`config.mk`:
```
export PLATFORM = sky130hd
export DESIGN_NAME = program_mem_controller_flat
export DESIGN_NICKNAME = d
export VERILOG_FILES = /design/src/rtl/program_mem_controller_if.sv /design/src/rtl/program_mem_controller.sv /design/src/flat_wrapper.sv
export SDC_FILE = /design/constraint.sdc
export NUM_CORES = 1
export LEC_CHECK = 0
export BUFFER_PORTS_ARGS = -buffer_cell sky130_fd_sc_hd__clkbuf_2
export CORE_MARGIN = 10
export CORE_UTILIZATION = 50
export CTS_BUF_LIST = sky130_fd_sc_hd__clkbuf_4
export DETAILED_ROUTE_END_ITERATION = 6
export GPL_TIMING_DRIVEN = 0
export PLACE_DENSITY_LB_ADDON = 0.15
export SYNTH_ARGS = -nofsm -noshare
export SYNTH_HDL_FRONTEND = slang
export SYNTH_SLANG_ARGS = --single-unit
```
`constraint.sdc`:
```
create_clock -name clk -period 4.7 [get_ports clk]
set_input_delay 0.94 -clock clk [delete_from_list [all_inputs] [get_ports clk]]
set_output_delay 0.94 -clock clk [all_outputs]
set_load 0.05 [all_outputs]
```
`src/rtl/program_mem_controller_if.sv`:
```
// program_mem_controller_if: fetcher request ports and program-memory read channels bundled together
interface program_mem_controller_if #(
    parameter int NUM_CONSUMERS = 4,
    parameter int NUM_CHANNELS  = 1,
    parameter int ADDR_BITS     = 8,
    parameter int DATA_BITS     = 16
);
    logic [NUM_CONSUMERS-1:0]           consumer_read_valid;
    logic [NUM_CONSUMERS*ADDR_BITS-1:0] consumer_read_address;
    logic [NUM_CONSUMERS-1:0]           consumer_read_ready;
    logic [NUM_CONSUMERS*DATA_BITS-1:0] consumer_read_data;
    logic [NUM_CHANNELS-1:0]            mem_read_valid;
    logic [NUM_CHANNELS*ADDR_BITS-1:0]  mem_read_address;
    logic [NUM_CHANNELS-1:0]            mem_read_ready;
    logic [NUM_CHANNELS*DATA_BITS-1:0]  mem_read_data;

    modport master (
        input  consumer_read_valid, consumer_read_address, mem_read_ready, mem_read_data,
        output consumer_read_ready, consumer_read_data, mem_read_valid, mem_read_address
    );

    modport slave (
        output consumer_read_valid, consumer_read_address, mem_read_ready, mem_read_data,
        input  consumer_read_ready, consumer_read_data, mem_read_valid, mem_read_address
    );
endinterface

```
`src/rtl/program_mem_controller.sv`:
```
// program_mem_controller: round-robin arbiter relaying fetcher reads onto program-memory channels
module program_mem_controller #(
    parameter int NUM_CONSUMERS = 4,
    parameter int NUM_CHANNELS  = 1,
    parameter int ADDR_BITS     = 8,
    parameter int DATA_BITS     = 16
) (
    input logic                      clk,
    input logic                      reset,
    program_mem_controller_if.master bus
);
    localparam int CW = (NUM_CONSUMERS > 1) ? $clog2(NUM_CONSUMERS) : 1;

    typedef enum logic [1:0] {IDLE, WAITING, RELAYING} state_t;

    state_t                             state_q [NUM_CHANNELS];
    state_t                             state_d [NUM_CHANNELS];
    logic [CW-1:0]                      owner_q [NUM_CHANNELS];
    logic [CW-1:0]                      owner_d [NUM_CHANNELS];
    logic [CW-1:0]                      last_q  [NUM_CHANNELS];
    logic [CW-1:0]                      last_d  [NUM_CHANNELS];
    logic [NUM_CONSUMERS-1:0]           held_q, held_d;
    logic [NUM_CONSUMERS-1:0]           consumer_read_ready_q, consumer_read_ready_d;
    logic [NUM_CONSUMERS*DATA_BITS-1:0] consumer_read_data_q, consumer_read_data_d;
    logic [NUM_CHANNELS-1:0]            mem_read_valid_q, mem_read_valid_d;
    logic [NUM_CHANNELS*ADDR_BITS-1:0]  mem_read_address_q, mem_read_address_d;

    logic [NUM_CONSUMERS-1:0]           claimed;
    logic                               granted;
    logic [CW:0]                        cand_w;
    logic [CW-1:0]                      cand;

    assign bus.consumer_read_ready = consumer_read_ready_q;
    assign bus.consumer_read_data  = consumer_read_data_q;
    assign bus.mem_read_valid      = mem_read_valid_q;
    assign bus.mem_read_address    = mem_read_address_q;

    // Channel FSMs; channels are walked in index order so a lower channel claims a consumer first
    always_comb begin
        state_d              = state_q;
        owner_d              = owner_q;
        last_d               = last_q;
        held_d               = held_q;
        consumer_read_ready_d = consumer_read_ready_q;
        consumer_read_data_d  = consumer_read_data_q;
        mem_read_valid_d     = mem_read_valid_q;
        mem_read_address_d   = mem_read_address_q;
        claimed              = held_q;
        granted              = 1'b0;
        cand_w               = '0;
        cand                 = '0;
        for (int c = 0; c < NUM_CHANNELS; c++) begin
            case (state_q[c])
                IDLE: begin
                    granted = 1'b0;
                    for (int k = 1; k <= NUM_CONSUMERS; k++) begin
                        cand_w = {1'b0, last_q[c]} + (CW+1)'(k);
                        cand_w = (cand_w >= (CW+1)'(NUM_CONSUMERS)) ? cand_w - (CW+1)'(NUM_CONSUMERS) : cand_w;
                        cand   = cand_w[CW-1:0];
                        if (!granted && bus.consumer_read_valid[cand] && !claimed[cand]) begin
                            granted             = 1'b1;
                            claimed[cand]       = 1'b1;
                            held_d[cand]        = 1'b1;
                            owner_d[c]          = cand;
                            last_d[c]           = cand;
                            mem_read_valid_d[c] = 1'b1;
                            mem_read_address_d[c*ADDR_BITS +: ADDR_BITS] =
                                bus.consumer_read_address[cand*ADDR_BITS +: ADDR_BITS];
                            state_d[c]          = WAITING;
                        end
                    end
                end
                WAITING: begin
                    if (bus.mem_read_ready[c]) begin
                        mem_read_valid_d[c]                 = 1'b0;
                        consumer_read_ready_d[owner_q[c]]   = 1'b1;
                        consumer_read_data_d[owner_q[c]*DATA_BITS +: DATA_BITS] =
                            bus.mem_read_data[c*DATA_BITS +: DATA_BITS];
                        state_d[c]                          = RELAYING;
                    end
                end
                RELAYING: begin
                    if (!bus.consumer_read_valid[owner_q[c]]) begin
                        consumer_read_ready_d[owner_q[c]] = 1'b0;
                        held_d[owner_q[c]]                = 1'b0;
                        state_d[c]                        = IDLE;
                    end
                end
                default: state_d[c] = IDLE;
            endcase
        end
    end

    // State registers; pointers reset to the last consumer so the first scan begins at consumer 0
    always_ff @(posedge clk) begin
        if (reset) begin
            for (int c = 0; c < NUM_CHANNELS; c++) begin
                state_q[c] <= IDLE;
                owner_q[c] <= '0;
                last_q[c]  <= CW'(NUM_CONSUMERS - 1);
            end
            held_q                <= '0;
            consumer_read_ready_q <= '0;
            consumer_read_data_q  <= '0;
            mem_read_valid_q      <= '0;
            mem_read_address_q    <= '0;
        end else begin
            state_q               <= state_d;
            owner_q               <= owner_d;
            last_q                <= last_d;
            held_q                <= held_d;
            consumer_read_ready_q <= consumer_read_ready_d;
            consumer_read_data_q  <= consumer_read_data_d;
            mem_read_valid_q      <= mem_read_valid_d;
            mem_read_address_q    <= mem_read_address_d;
        end
    end
endmodule

```
`src/flat_wrapper.sv`:
```
// flat-port wrapper written by rule: the top's interface ports become plain ports
module program_mem_controller_flat 
#(
    parameter int NUM_CONSUMERS = 4,
    parameter int NUM_CHANNELS  = 1,
    parameter int ADDR_BITS     = 8,
    parameter int DATA_BITS     = 16
)
  (clk, reset, bus_consumer_read_valid, bus_consumer_read_address, bus_mem_read_ready, bus_mem_read_data, bus_consumer_read_ready, bus_consumer_read_data, bus_mem_read_valid, bus_mem_read_address);
  program_mem_controller_if #(.NUM_CONSUMERS(NUM_CONSUMERS), .NUM_CHANNELS(NUM_CHANNELS), .ADDR_BITS(ADDR_BITS), .DATA_BITS(DATA_BITS)) bus_i ();
  input logic clk;
  input logic reset;
  input wire logic [$bits(bus_i.consumer_read_valid)-1:0] bus_consumer_read_valid;
  input wire logic [$bits(bus_i.consumer_read_address)-1:0] bus_consumer_read_address;
  input wire logic [$bits(bus_i.mem_read_ready)-1:0] bus_mem_read_ready;
  input wire logic [$bits(bus_i.mem_read_data)-1:0] bus_mem_read_data;
  output wire logic [$bits(bus_i.consumer_read_ready)-1:0] bus_consumer_read_ready;
  output wire logic [$bits(bus_i.consumer_read_data)-1:0] bus_consumer_read_data;
  output wire logic [$bits(bus_i.mem_read_valid)-1:0] bus_mem_read_valid;
  output wire logic [$bits(bus_i.mem_read_address)-1:0] bus_mem_read_address;
  assign bus_i.consumer_read_valid = bus_consumer_read_valid;
  assign bus_i.consumer_read_address = bus_consumer_read_address;
  assign bus_i.mem_read_ready = bus_mem_read_ready;
  assign bus_i.mem_read_data = bus_mem_read_data;
  assign bus_consumer_read_ready = bus_i.consumer_read_ready;
  assign bus_consumer_read_data = bus_i.consumer_read_data;
  assign bus_mem_read_valid = bus_i.mem_read_valid;
  assign bus_mem_read_address = bus_i.mem_read_address;
  program_mem_controller #(.NUM_CONSUMERS(NUM_CONSUMERS), .NUM_CHANNELS(NUM_CHANNELS), .ADDR_BITS(ADDR_BITS), .DATA_BITS(DATA_BITS)) u_core (.clk(clk), .reset(reset), .bus(bus_i));
endmodule
```
==> impl_metrics.py, run 1 <==
metrics = {
    "synthesis": {
        "syn_inst": 473,
        "yosys_warnings": 0,
        "seq_area_frac_synth": 0.421,
        "syn-num-nets": 540,
        "synth_top_family_by_area": "simple AND/OR/NAND/NOR gates",
        "syn_area_um2": 4140,
        "avgSynthCellArea_um2": 8.75,
        "synth-xor-area-share": 0.00665,
        "synth_compound_area_frac": 0.188,
        "synth-seq-cells": 87,
        "synth_adder_area_share": 0.0363,
        "yosysUniqueCellTypes": 44,
        "yosys.area_share.simple": 0.229,
        "synthMuxAreaShare": 0.0810,
        "synth_edf_count": 0,
        "async_reset_ff_frac": 0,
        "ys.flop_type": "dfxtp_1",
    },
    "detailed_routing": {
        "vias": 4165,
        "dr.pass1.iters": 4,
        "totalWireLength_mm": 12.9,
        "routedWlPerCell_um": 17.6,
        "post_drt_via_cell_ratio": 5.71,
        "ant_nets": 0,
        "drc": 0,
        "drt_iter0_drc": 202,
    },
    "layout": {
        "multi_input_area_um2": 2260,
        "seqCellArea_um2": 1740,
        "final_cell_mix": "130 x clkbuf_2, 86 x dfxtp_1, 77 x nand2_1, 76 x nand3_1, 76 x a21oi_1",
        "area_growth_pct": 24.4,
        "final_common_cell": "clkbuf_2",
        "nFillCells": 755,
        "final_area_um2": 5150,
        "antenna_cells": 0,
        "drive_above_1_share": 0.294,
        "fin_cells": 730,
        "nNetsFinal": 687,
        "fin_util": 0.633,
    },
    "floorplan": {
        "core_area_um2": 8130,
        "fp-row-count": 33,
        "die_w_um": 111,
        "start_util": 0.509,
        "io_pins": 132,
        "die_area_um2": 12300,
        "die_height_um": 111,
    },
    "timing": {
        "finalSetupViolCount": 0,
        "final.min_clock_period_ns": 4.46,
        "hold_ws_ns": 0.460,
        "worst_slack_ns": 0.240,
        "worst_pin_slew_ns": 0.936,
        "final_hold_viol_count": 0,
        "slew_violations": 0,
        "rsz0062_at_grt": "no",
        "min_period_over_period": 0.949,
        "fmax_mhz": 224,
        "max_slew_margin": 0.370,
        "finalClockSkew_ns": 0.0192,
        "tns_ns": 0,
    },
    "clock_tree": {
        "root_buffer": "clkbuf_4",
        "clk_pin_slew_ns": 0.13,
        "cts.sinks": 87,
        "clock_path_buffers": 2,
        "cts_tree": "yes",
        "cts-buffers-inserted": 9,
        "insertion_delay_ns": 0.45,
        "h-tree-depth": 3,
    },
    "setup_path": {
        "rr_worst_depth": 14,
        "critPathLaunchType": "flop",
        "slowest_delay_ns": 0.61,
        "crit_path_end_kind": "flop",
        "critPathKind": "flop to flop",
        "cpMaxStageDelayCell": "mux4_2",
        "worstPathRequired_ns": 5.06,
        "cp_common_cell": "mux4_2",
        "crit_chain": "buf_4, inv_4, ha_4, inv_2, mux4_2, a221o_1, mux2i_4, a311oi_1, mux4_2, a21oi_4, xnor2_4, buf_12, mux4_2, a21bo_1",
        "cp_top_family": "multiplexers",
        "cp.arrival_ns": 4.82,
        "reg2reg_from": "u_core.last_q[0]$_SDFFE_PP1P_",
        "r2r_end": "u_core.bus.mem_read_address[4]$_SDFFE_PP0P_",
        "critical_path.max_fanout": 10,
        "cp_num_buf_inv": 4,
        "r2r_slack_ns": 0.24,
    },
    "global_routing": {
        "grt_use_total": 0.202,
        "grt_max_degree": 15,
        "grt_pass1_wl_mm": 21.0,
        "antenna_found_initial": 0,
        "overflow": 0,
        "grt_pass1_vias": 4126,
    },
    "power_and_ir_drop": {
        "power_switching_mw": 1.27,
        "peakVddDrop_mv": 0.333,
        "p_total_mw": 3.00,
        "p_per_area_nw_per_um2": 582,
        "pwr-share-comb": 0.560,
        "p_clk_frac": 0.142,
        "power.internal_mw": 1.72,
        "power.share.switching": 0.425,
        "leakage_nw": 2.11,
        "seqPwrFrac": 0.298,
    },
    "place": {
        "pre_cts_slack_ns": -0.136,
        "place_inst": 708,
        "placedInstanceArea_um2": 4920,
        "io_buffers": 130,
        "gp_congestion": 0.874,
        "post-dp-hpwl_mm": 9.93,
    },
    "hold_path": {
        "hold_path.startpoint": "u_core.bus.consumer_read_data[4]$_SDFFE_PP0P_",
        "hp-class": "flop to flop",
        "min_to": "u_core.bus.consumer_read_data[4]$_SDFFE_PP0P_",
        "hold_depth": 2,
    },
    "outcome": {
        "status": "complete, no violations",
    },
    "flow_run": {
        "drv_cap": 0,
    },
}
## how the worst max path moves through the flow
stage                     cells after the start                                     endpoint                     startpoint  slack, ns
after floorplan                              12  u_core.bus.mem_read_address[0]$_SDFFE_PP0P_     bus_consumer_read_valid[3]       0.34
after global placement                       13  u_core.bus.mem_read_address[4]$_SDFFE_PP0P_     bus_consumer_read_valid[2]      -0.05
after detailed placement                     13  u_core.bus.mem_read_address[4]$_SDFFE_PP0P_     bus_consumer_read_valid[2]      -0.14
after CTS                                    14  u_core.bus.mem_read_address[4]$_SDFFE_PP0P_  u_core.last_q[0]$_SDFFE_PP1P_       0.03
after global routing                         15  u_core.bus.mem_read_address[1]$_SDFFE_PP0P_  u_core.last_q[0]$_SDFFE_PP1P_       0.02
final                                        14  u_core.bus.mem_read_address[4]$_SDFFE_PP0P_  u_core.last_q[0]$_SDFFE_PP1P_       0.24
## worst register-to-register path: cells and delay by family (launching register included)
kind | cells | cell delay (ns)
AOI/OAI and AO/OA | 4 | 1.07
xor gates and xnor gates | 1 | 0.15
adders and majority gates | 1 | 0.28
buffers and inverters | 4 | 0.56
DFF | 1 | 0.39
muxes | 4 | 1.93
## flip-flops by register name (all words and copies together), names as in the netlist, named ones only
signal	count
u_core.bus.consumer_read_data	64
u_core.bus.mem_read_valid	1
u_core.last_q	2
u_core.owner_q	2
u_core.held_q	4
u_core.bus.mem_read_address	8
u_core.state_q	2
## synth_stat cells (3+ instances only)
library cell  instances  area (um^2)
nand3_1              76          380
and3_1                4         25.0
inv_1                 4         15.0
buf_2                 3         15.0
nor2_1                5         18.8
a221o_1               4         40.0
dfxtp_1              87         1740
a21oi_1              76          380
ha_1                 12          150
nand2b_1              4         25.0
mux4_2               13          293
o21ai_0               5         25.0
a21bo_1               8         80.1
a311oi_1              8         70.1
o2bb2ai_1             5         43.8
nand2_1              77          289
o221a_2               3         33.8
clkbuf_1             27          101
nor2b_1              10         62.6
and2_1                5         31.3
nor3b_1               3         22.5
## area by class of cell
type                            instances  area share
Buffer                                 32      0.0265
Clock buffer                           11      0.0160
Clock inverter                          5      0.0109
Inverter                                7     0.00559
Multi-Input combinational cell        347       0.439
Sequential cell                        87       0.339
Tap cell                              105      0.0255
Timing Repair Buffer                  136       0.138
## kinds of logic after synthesis
logic type               Yosys count
AO/OA/AOI/OAI                    122
XOR/XNOR                           1
adder cells (fa/ha/maj)           12
buffers and inverters             39
flip-flops                        87
multiplexers                      16
AND/OR/NAND/NOR                  196
## power groups by stage
| stage | Combinational, mW | Sequential [mW] | Clock (mW) |
|---|---|---|---|
| 3_5_place_dp | 1.53 | 0.908 | 0 |
| 4_1_cts | 1.62 | 0.892 | 0.434 |
| 2_1_floorplan | 1.09 | 1.02 | 0 |
| 3_3_place_gp | 1.49 | 0.908 | 0 |
| 6_report | 1.68 | 0.894 | 0.426 |
| 5_1_grt | 1.82 | 0.908 | 0.464 |
## layer usage
layer | vias to the layer above | track usage | wire length (um)
met1 | 1995 | 0.249 | 5470
met5 | - | 0 | 0
met4 | 0 | 0.0530 | 200
met2 | 157 | 0.337 | 6290
li1 | 1989 | - | -
met3 | 24 | 0.0584 | 896
## timing repair
action	4_1_cts	5_1_grt
setup endpoints to repair	8	14
buffers inserted	4	2
hold buffers	0	0
resized for setup	1	9
pin swaps	1	0
endpoints found under the hold margin	0	0
No activity file was read; power rests on OpenSTA's default activity.
==> run 2, diff against run 1 <==
--- a/config.mk
+++ b/config.mk
@@ -7,7 +7,7 @@
 export LEC_CHECK = 0
 export BUFFER_PORTS_ARGS = -buffer_cell sky130_fd_sc_hd__clkbuf_2
 export CORE_MARGIN = 10
-export CORE_UTILIZATION = 50
+export CORE_UTILIZATION = 25
 export CTS_BUF_LIST = sky130_fd_sc_hd__clkbuf_4
 export DETAILED_ROUTE_END_ITERATION = 6
 export GPL_TIMING_DRIVEN = 0
==> run 2 against run 1 <==
  * Global-route usage shrank 7.3 points
  * Setup slack lost 0.087 ns
  * Die area grew 79%
  * Critical path depth grew 2
  * Cell count grew 15%
  * Design area grew 4.1%
  * Total power grew 5.6%
  * Critical path type unchanged
==> impl_metrics.py, run 2 (synthesis gave the netlist of run 1 again) <==
metrics = {
    "global_routing": {
        "globalRouteMet2Util": 0.214,
        "antenna_found_initial": 0,
        "grt_use_total": 0.129,
        "grt_pass1_vias": 3997,
        "overflow": 0,
        "grt_pass1_wl_mm": 22.6,
        "grt_use_met3": 0.0410,
        "use_met1": 0.158,
        "top_usage_layer": "met2",
        "grt_max_degree": 16,
    },
    "layout": {
        "drive_above_1_share": 0.301,
        "final_common_cell": "clkbuf_2",
        "area_growth_pct": 29.5,
        "fin_cells": 840,
        "final_cell_mix": "130 x clkbuf_2, 86 x dfxtp_1, 77 x nand2_1, 76 x nand3_1, 76 x a21oi_1",
        "multi_input_area_um2": 2290,
        "seqCellArea_um2": 1740,
        "final_area_um2": 5360,
        "nFillCells": 1701,
        "largest_reg_flops": 64,
        "antenna_cells": 0,
        "nNetsFinal": 686,
    },
    "floorplan": {
        "die_w_um": 149,
        "core_area_um2": 16100,
        "die_area_um2": 22100,
        "die_height_um": 149,
        "start_util": 0.258,
        "io_pins": 132,
        "fp-row-count": 46,
    },
    "timing": {
        "slew_violations": 0,
        "final.min_clock_period_ns": 4.55,
        "fmax_mhz": 220,
        "worst_pin_slew_ns": 0.848,
        "min_period_over_period": 0.968,
        "final_hold_viol_count": 0,
        "finalClockSkew_ns": 0.0126,
        "max_slew_margin": 0.433,
        "finalSetupViolCount": 0,
    },
    "clock_tree": {
        "cts_tree": "yes",
        "cts-buffers-inserted": 9,
        "clock_path_buffers": 2,
        "insertion_delay_ns": 0.46,
        "root_buffer": "clkbuf_4",
        "clk_pin_slew_ns": 0.14,
        "h-tree-depth": 3,
        "cts.sinks": 87,
        "holdBufCountCts": 0,
    },
    "place": {
        "post-dp-hpwl_mm": 11.5,
        "io_buffers": 130,
        "place_inst": 819,
        "gp_congestion": 0.808,
        "placedInstanceArea_um2": 5060,
    },
    "power_and_ir_drop": {
        "power_switching_mw": 1.33,
        "leakage_nw": 2.13,
        "pwr-share-comb": 0.545,
        "power.share.switching": 0.422,
        "seqPwrFrac": 0.284,
        "power.internal_mw": 1.83,
        "p_clk_frac": 0.171,
        "peakVddDrop_mv": 0.222,
        "p_per_area_nw_per_um2": 590,
    },
    "setup_path": {
        "critical_path.max_fanout": 10,
        "crit_path_end_kind": "flop",
        "rr_worst_depth": 16,
        "cp.arrival_ns": 4.92,
        "critPathKind": "flop to flop",
        "r2r_end": "u_core.bus.mem_read_address[4]$_SDFFE_PP0P_",
        "r2r_slack_ns": 0.15,
        "critPathLaunchType": "flop",
        "worstPathRequired_ns": 5.07,
        "reg2reg_from": "u_core.last_q[0]$_SDFFE_PP1P_",
    },
    "detailed_routing": {
        "drt_iter0_drc": 231,
        "routedWlPerCell_um": 17.3,
        "ant_nets": 0,
        "vias": 4053,
        "post_drt_via_cell_ratio": 4.83,
        "totalWireLength_mm": 14.6,
        "dr.pass1.iters": 5,
        "drc": 0,
    },
    "hold_path": {
        "min_to": "u_core.bus.consumer_read_data[28]$_SDFFE_PP0P_",
        "hp-class": "flop to flop",
        "hold_depth": 2,
        "hold_path.startpoint": "u_core.bus.consumer_read_data[28]$_SDFFE_PP0P_",
    },
    "flow_run": {
        "drv_cap": 0,
    },
    "outcome": {
        "status": "complete, no violations",
    },
}
[run 2: changes by cell type in the layout (fill, tap and decap cells not counted), sizes merged]
cell / before / now
clkbuf: 169 / 166
bufinv: 1 / 3
[run 2: layout make-up]
class,instances,share of cell area
inverter,7,0.00537
multi-input combinational,347,0.428
sequential,87,0.325
buffer,32,0.0250
clock buffer,9,0.0126
tap,216,0.0504
timing repair buffer,135,0.131
clock inverter,7,0.0224
[run 2: how the worst max path moves through the flow]
stage | startpoint | end | depth (start not counted)
after detailed placement | u_core.last_q[0]$_SDFFE_PP1P_ | u_core.bus.mem_read_address[2]$_SDFFE_PP0P_ | 15
after global placement | u_core.last_q[0]$_SDFFE_PP1P_ | u_core.bus.mem_read_address[4]$_SDFFE_PP0P_ | 15
after CTS | u_core.last_q[0]$_SDFFE_PP1P_ | u_core.bus.mem_read_address[2]$_SDFFE_PP0P_ | 15
final | u_core.last_q[0]$_SDFFE_PP1P_ | u_core.bus.mem_read_address[4]$_SDFFE_PP0P_ | 16
after global routing | u_core.last_q[0]$_SDFFE_PP1P_ | u_core.bus.mem_read_address[3]$_SDFFE_PP0P_ | 16
after floorplan | bus_consumer_read_valid[3] | u_core.bus.mem_read_address[0]$_SDFFE_PP0P_ | 12
[run 2: timing repair]
action                                  4_1_cts  5_1_grt
buffers inserted                              4        1
resized for setup                             3       12
endpoints found under the setup margin       14       12
hold endpoints to repair                      0        0
pin swaps                                     1        3
[run 2: power by group through the flow]
stage | Sequential [mW] | Clock (mW) | Combinational [mW]
floorplan | 1.02 | 0 | 1.09
global placement | 0.916 | 0 | 1.54
detailed placement | 0.916 | 0 | 1.55
CTS | 0.900 | 0.561 | 1.66
global route | 0.912 | 0.589 | 1.87
finish | 0.898 | 0.542 | 1.72
[run 2: worst max-delay path, cell delays in order, from the launching register on]
cell      delay, ns
dfxtp_1        0.39
buf_4          0.20
inv_4          0.10
ha_2           0.41
inv_2          0.07
mux4_2         0.45
nor2b_4        0.06
buf_6          0.14
a221o_1        0.36
mux2i_4        0.26
a311oi_2       0.18
mux4_2         0.60
a21oi_4        0.21
xnor2_4        0.14
buf_12         0.16
mux4_2         0.50
a21bo_1        0.20
[run 2: layer usage]
layer | share of wire | wire length (um)
met5 | 0 | 0
met4 | 0.0089 | 129
met3 | 0.058 | 845
met2 | 0.50 | 7260
met1 | 0.43 | 6330
[run 2: metrics by stage]
stage	setup TNS (ns)	power, mW	hold slack (ns)	util	setup slack (ns)
floorplan	0	2.11	0.565	-	0.335
global placement	-2.28	2.46	0.440	0.315	-0.244
detailed placement	-2.36	2.47	0.444	0.315	-0.247
CTS	0	3.12	0.465	0.330	0.0269
global route	-0.0305	3.38	0.484	0.334	-0.0155
finish	0	3.16	0.459	0.334	0.153
==> run 3, diff against run 2 <==
--- a/config.mk
+++ b/config.mk
@@ -11,6 +11,7 @@
 export CTS_BUF_LIST = sky130_fd_sc_hd__clkbuf_4
 export DETAILED_ROUTE_END_ITERATION = 6
 export GPL_TIMING_DRIVEN = 0
+export MAX_ROUTING_LAYER = met4
 export PLACE_DENSITY_LB_ADDON = 0.15
 export SYNTH_ARGS = -nofsm -noshare
 export SYNTH_HDL_FRONTEND = slang
==> run 3 against run 2 <==
  * Clock skew up 0.0010 ns
  * Non-clock buffer count unchanged
  * Cell count unchanged
  * Fmax increased by 0.16%
  * Combinational power hardly changed
  * Routed wire length down 0.34%
  * Total power about the same
  * Sequential cell count did not move
  * Design area stayed put
  * Count of clock-buffer cells in the layout did not move
  * Sequential share of layout area did not move
  * Sequential power about the same
==> impl_metrics.py, run 3 (synthesis gave the netlist of run 1 again) <==
metrics = {
    "detailed_routing": {
        "drc": 0,
        "routedWlPerCell_um": 17.3,
        "drt_iter0_drc": 221,
        "post_drt_via_cell_ratio": 4.78,
        "dr.pass1.iters": 7,
        "ant_nets": 0,
        "vias": 4019,
        "totalWireLength_mm": 14.5,
    },
    "hold_path": {
        "hold_path.startpoint": "u_core.bus.consumer_read_data[28]$_SDFFE_PP0P_",
        "min_to": "u_core.bus.consumer_read_data[28]$_SDFFE_PP0P_",
        "hp-class": "flop to flop",
        "hold_depth": 2,
    },
    "setup_path": {
        "critPathKind": "flop to flop",
        "reg2reg_from": "u_core.last_q[0]$_SDFFE_PP1P_",
        "r2r_slack_ns": 0.16,
        "rr_worst_depth": 16,
        "critical_path.max_fanout": 10,
        "r2r_end": "u_core.bus.mem_read_address[4]$_SDFFE_PP0P_",
        "startpoint": "u_core.last_q[0]$_SDFFE_PP1P_",
        "crit_path_end_kind": "flop",
        "worstPathRequired_ns": 5.06,
        "critPathLaunchType": "flop",
        "cp.arrival_ns": 4.90,
    },
    "floorplan": {
        "core_area_um2": 16100,
        "die_area_um2": 22100,
        "start_util": 0.258,
        "io_pins": 132,
        "fp-row-count": 46,
        "die_w_um": 149,
        "die_height_um": 149,
    },
    "place": {
        "pre_cts_slack_ns": -0.247,
        "gp_congestion": 0.820,
        "place_inst": 819,
        "post-dp-hpwl_mm": 11.5,
        "io_buffers": 130,
    },
    "layout": {
        "final_common_cell": "clkbuf_2",
        "drive_above_1_share": 0.301,
        "area_growth_pct": 29.5,
        "final_cell_mix": "130 x clkbuf_2, 86 x dfxtp_1, 77 x nand2_1, 76 x nand3_1, 76 x a21oi_1",
        "fin_cells": 840,
        "nNetsFinal": 686,
        "antenna_cells": 0,
        "largest_reg_flops": 64,
    },
    "flow_run": {
        "drv_cap": 0,
    },
    "timing": {
        "worst_slack_ns": 0.160,
        "slew_violations": 0,
        "min_period_over_period": 0.966,
        "finalClockSkew_ns": 0.0137,
        "final.min_clock_period_ns": 4.54,
        "hold_ws_ns": 0.459,
        "max_slew_margin": 0.437,
        "finalSetupViolCount": 0,
        "final_hold_viol_count": 0,
        "worst_pin_slew_ns": 0.843,
        "fmax_mhz": 220,
    },
    "power_and_ir_drop": {
        "p_total_mw": 3.16,
        "peakVddDrop_mv": 0.223,
        "leakage_nw": 2.13,
        "p_per_area_nw_per_um2": 590,
    },
    "global_routing": {
        "antenna_found_initial": 0,
        "grt_use_total": 0.133,
        "grt_pass1_wl_mm": 22.5,
        "grt_pass1_vias": 4009,
        "overflow": 0,
        "grt_max_degree": 16,
    },
    "clock_tree": {
        "h-tree-depth": 3,
        "clk_pin_slew_ns": 0.14,
        "holdBufCountCts": 0,
        "root_buffer": "clkbuf_4",
        "insertion_delay_ns": 0.46,
        "clock_path_buffers": 2,
        "cts-buffers-inserted": 9,
        "cts.sinks": 87,
        "cts_tree": "yes",
    },
    "outcome": {
        "status": "complete, no violations",
    },
}
-- run 3: where the power goes --
group          switching [mW]  internal, mW  total [mW]  leakage, nW
Clock                   0.270         0.271       0.541       0.0965
Combinational           0.982         0.740        1.72         1.33
Sequential             0.0801         0.818       0.898        0.705
Total                    1.33          1.83        3.16         2.13
-- run 3: repair_timing --
action	CTS	global route
setup endpoints to repair	14	12
resized for setup	3	12
pin swaps	1	3
buffers inserted	4	1
-- run 3: worst max-delay path by stage --
stage,endpoint,slack [ns],depth (start not counted)
final,u_core.bus.mem_read_address[4]$_SDFFE_PP0P_,0.16,16
after global routing,u_core.bus.mem_read_address[3]$_SDFFE_PP0P_,-0.02,16
after CTS,u_core.bus.mem_read_address[2]$_SDFFE_PP0P_,0.03,15
after detailed placement,u_core.bus.mem_read_address[2]$_SDFFE_PP0P_,-0.25,15
after global placement,u_core.bus.mem_read_address[4]$_SDFFE_PP0P_,-0.24,15
after floorplan,u_core.bus.mem_read_address[0]$_SDFFE_PP0P_,0.34,12
-- run 3: stage by stage --
step | instance area [um^2] | TNS [ns] | util
after floorplan | 4140 | 0 | -
after global placement | 5060 | -2.28 | 0.315
after detailed placement | 5060 | -2.36 | 0.315
after CTS | 5300 | 0 | 0.330
after global routing | 5360 | -0.0305 | 0.334
final | 5360 | 0 | 0.334
-- run 3: layer usage --
metal,GRT usage,wire length (um),vias up
met5,-,0,-
met2,0.214,7210,110
met1,0.164,6520,1900
met3,0.0294,667,10
li1,-,-,1999
met4,0.0367,114,0
-- run 3: critical path, stage by stage, from the launching register on --
cell and delay [ns]:
dfxtp_1 0.39, buf_4 0.20, inv_4 0.10, ha_2 0.41
inv_2 0.07, mux4_2 0.45, nor2b_4 0.06, buf_6 0.14
a221o_1 0.35, mux2i_4 0.26, a311oi_2 0.17, mux4_2 0.60
a21oi_4 0.21, xnor2_4 0.14, buf_12 0.16, mux4_2 0.50
a21bo_1 0.20
-- run 3: cell type report --
type	count	area, um^2
clock inverter	7	120
buffer	32	134
timing repair buffer	135	701
tap	216	270
clock buffer	9	67.6
sequential	87	1740
multi-input combinational	347	2290
inverter	7	28.8
fill	1701	10700
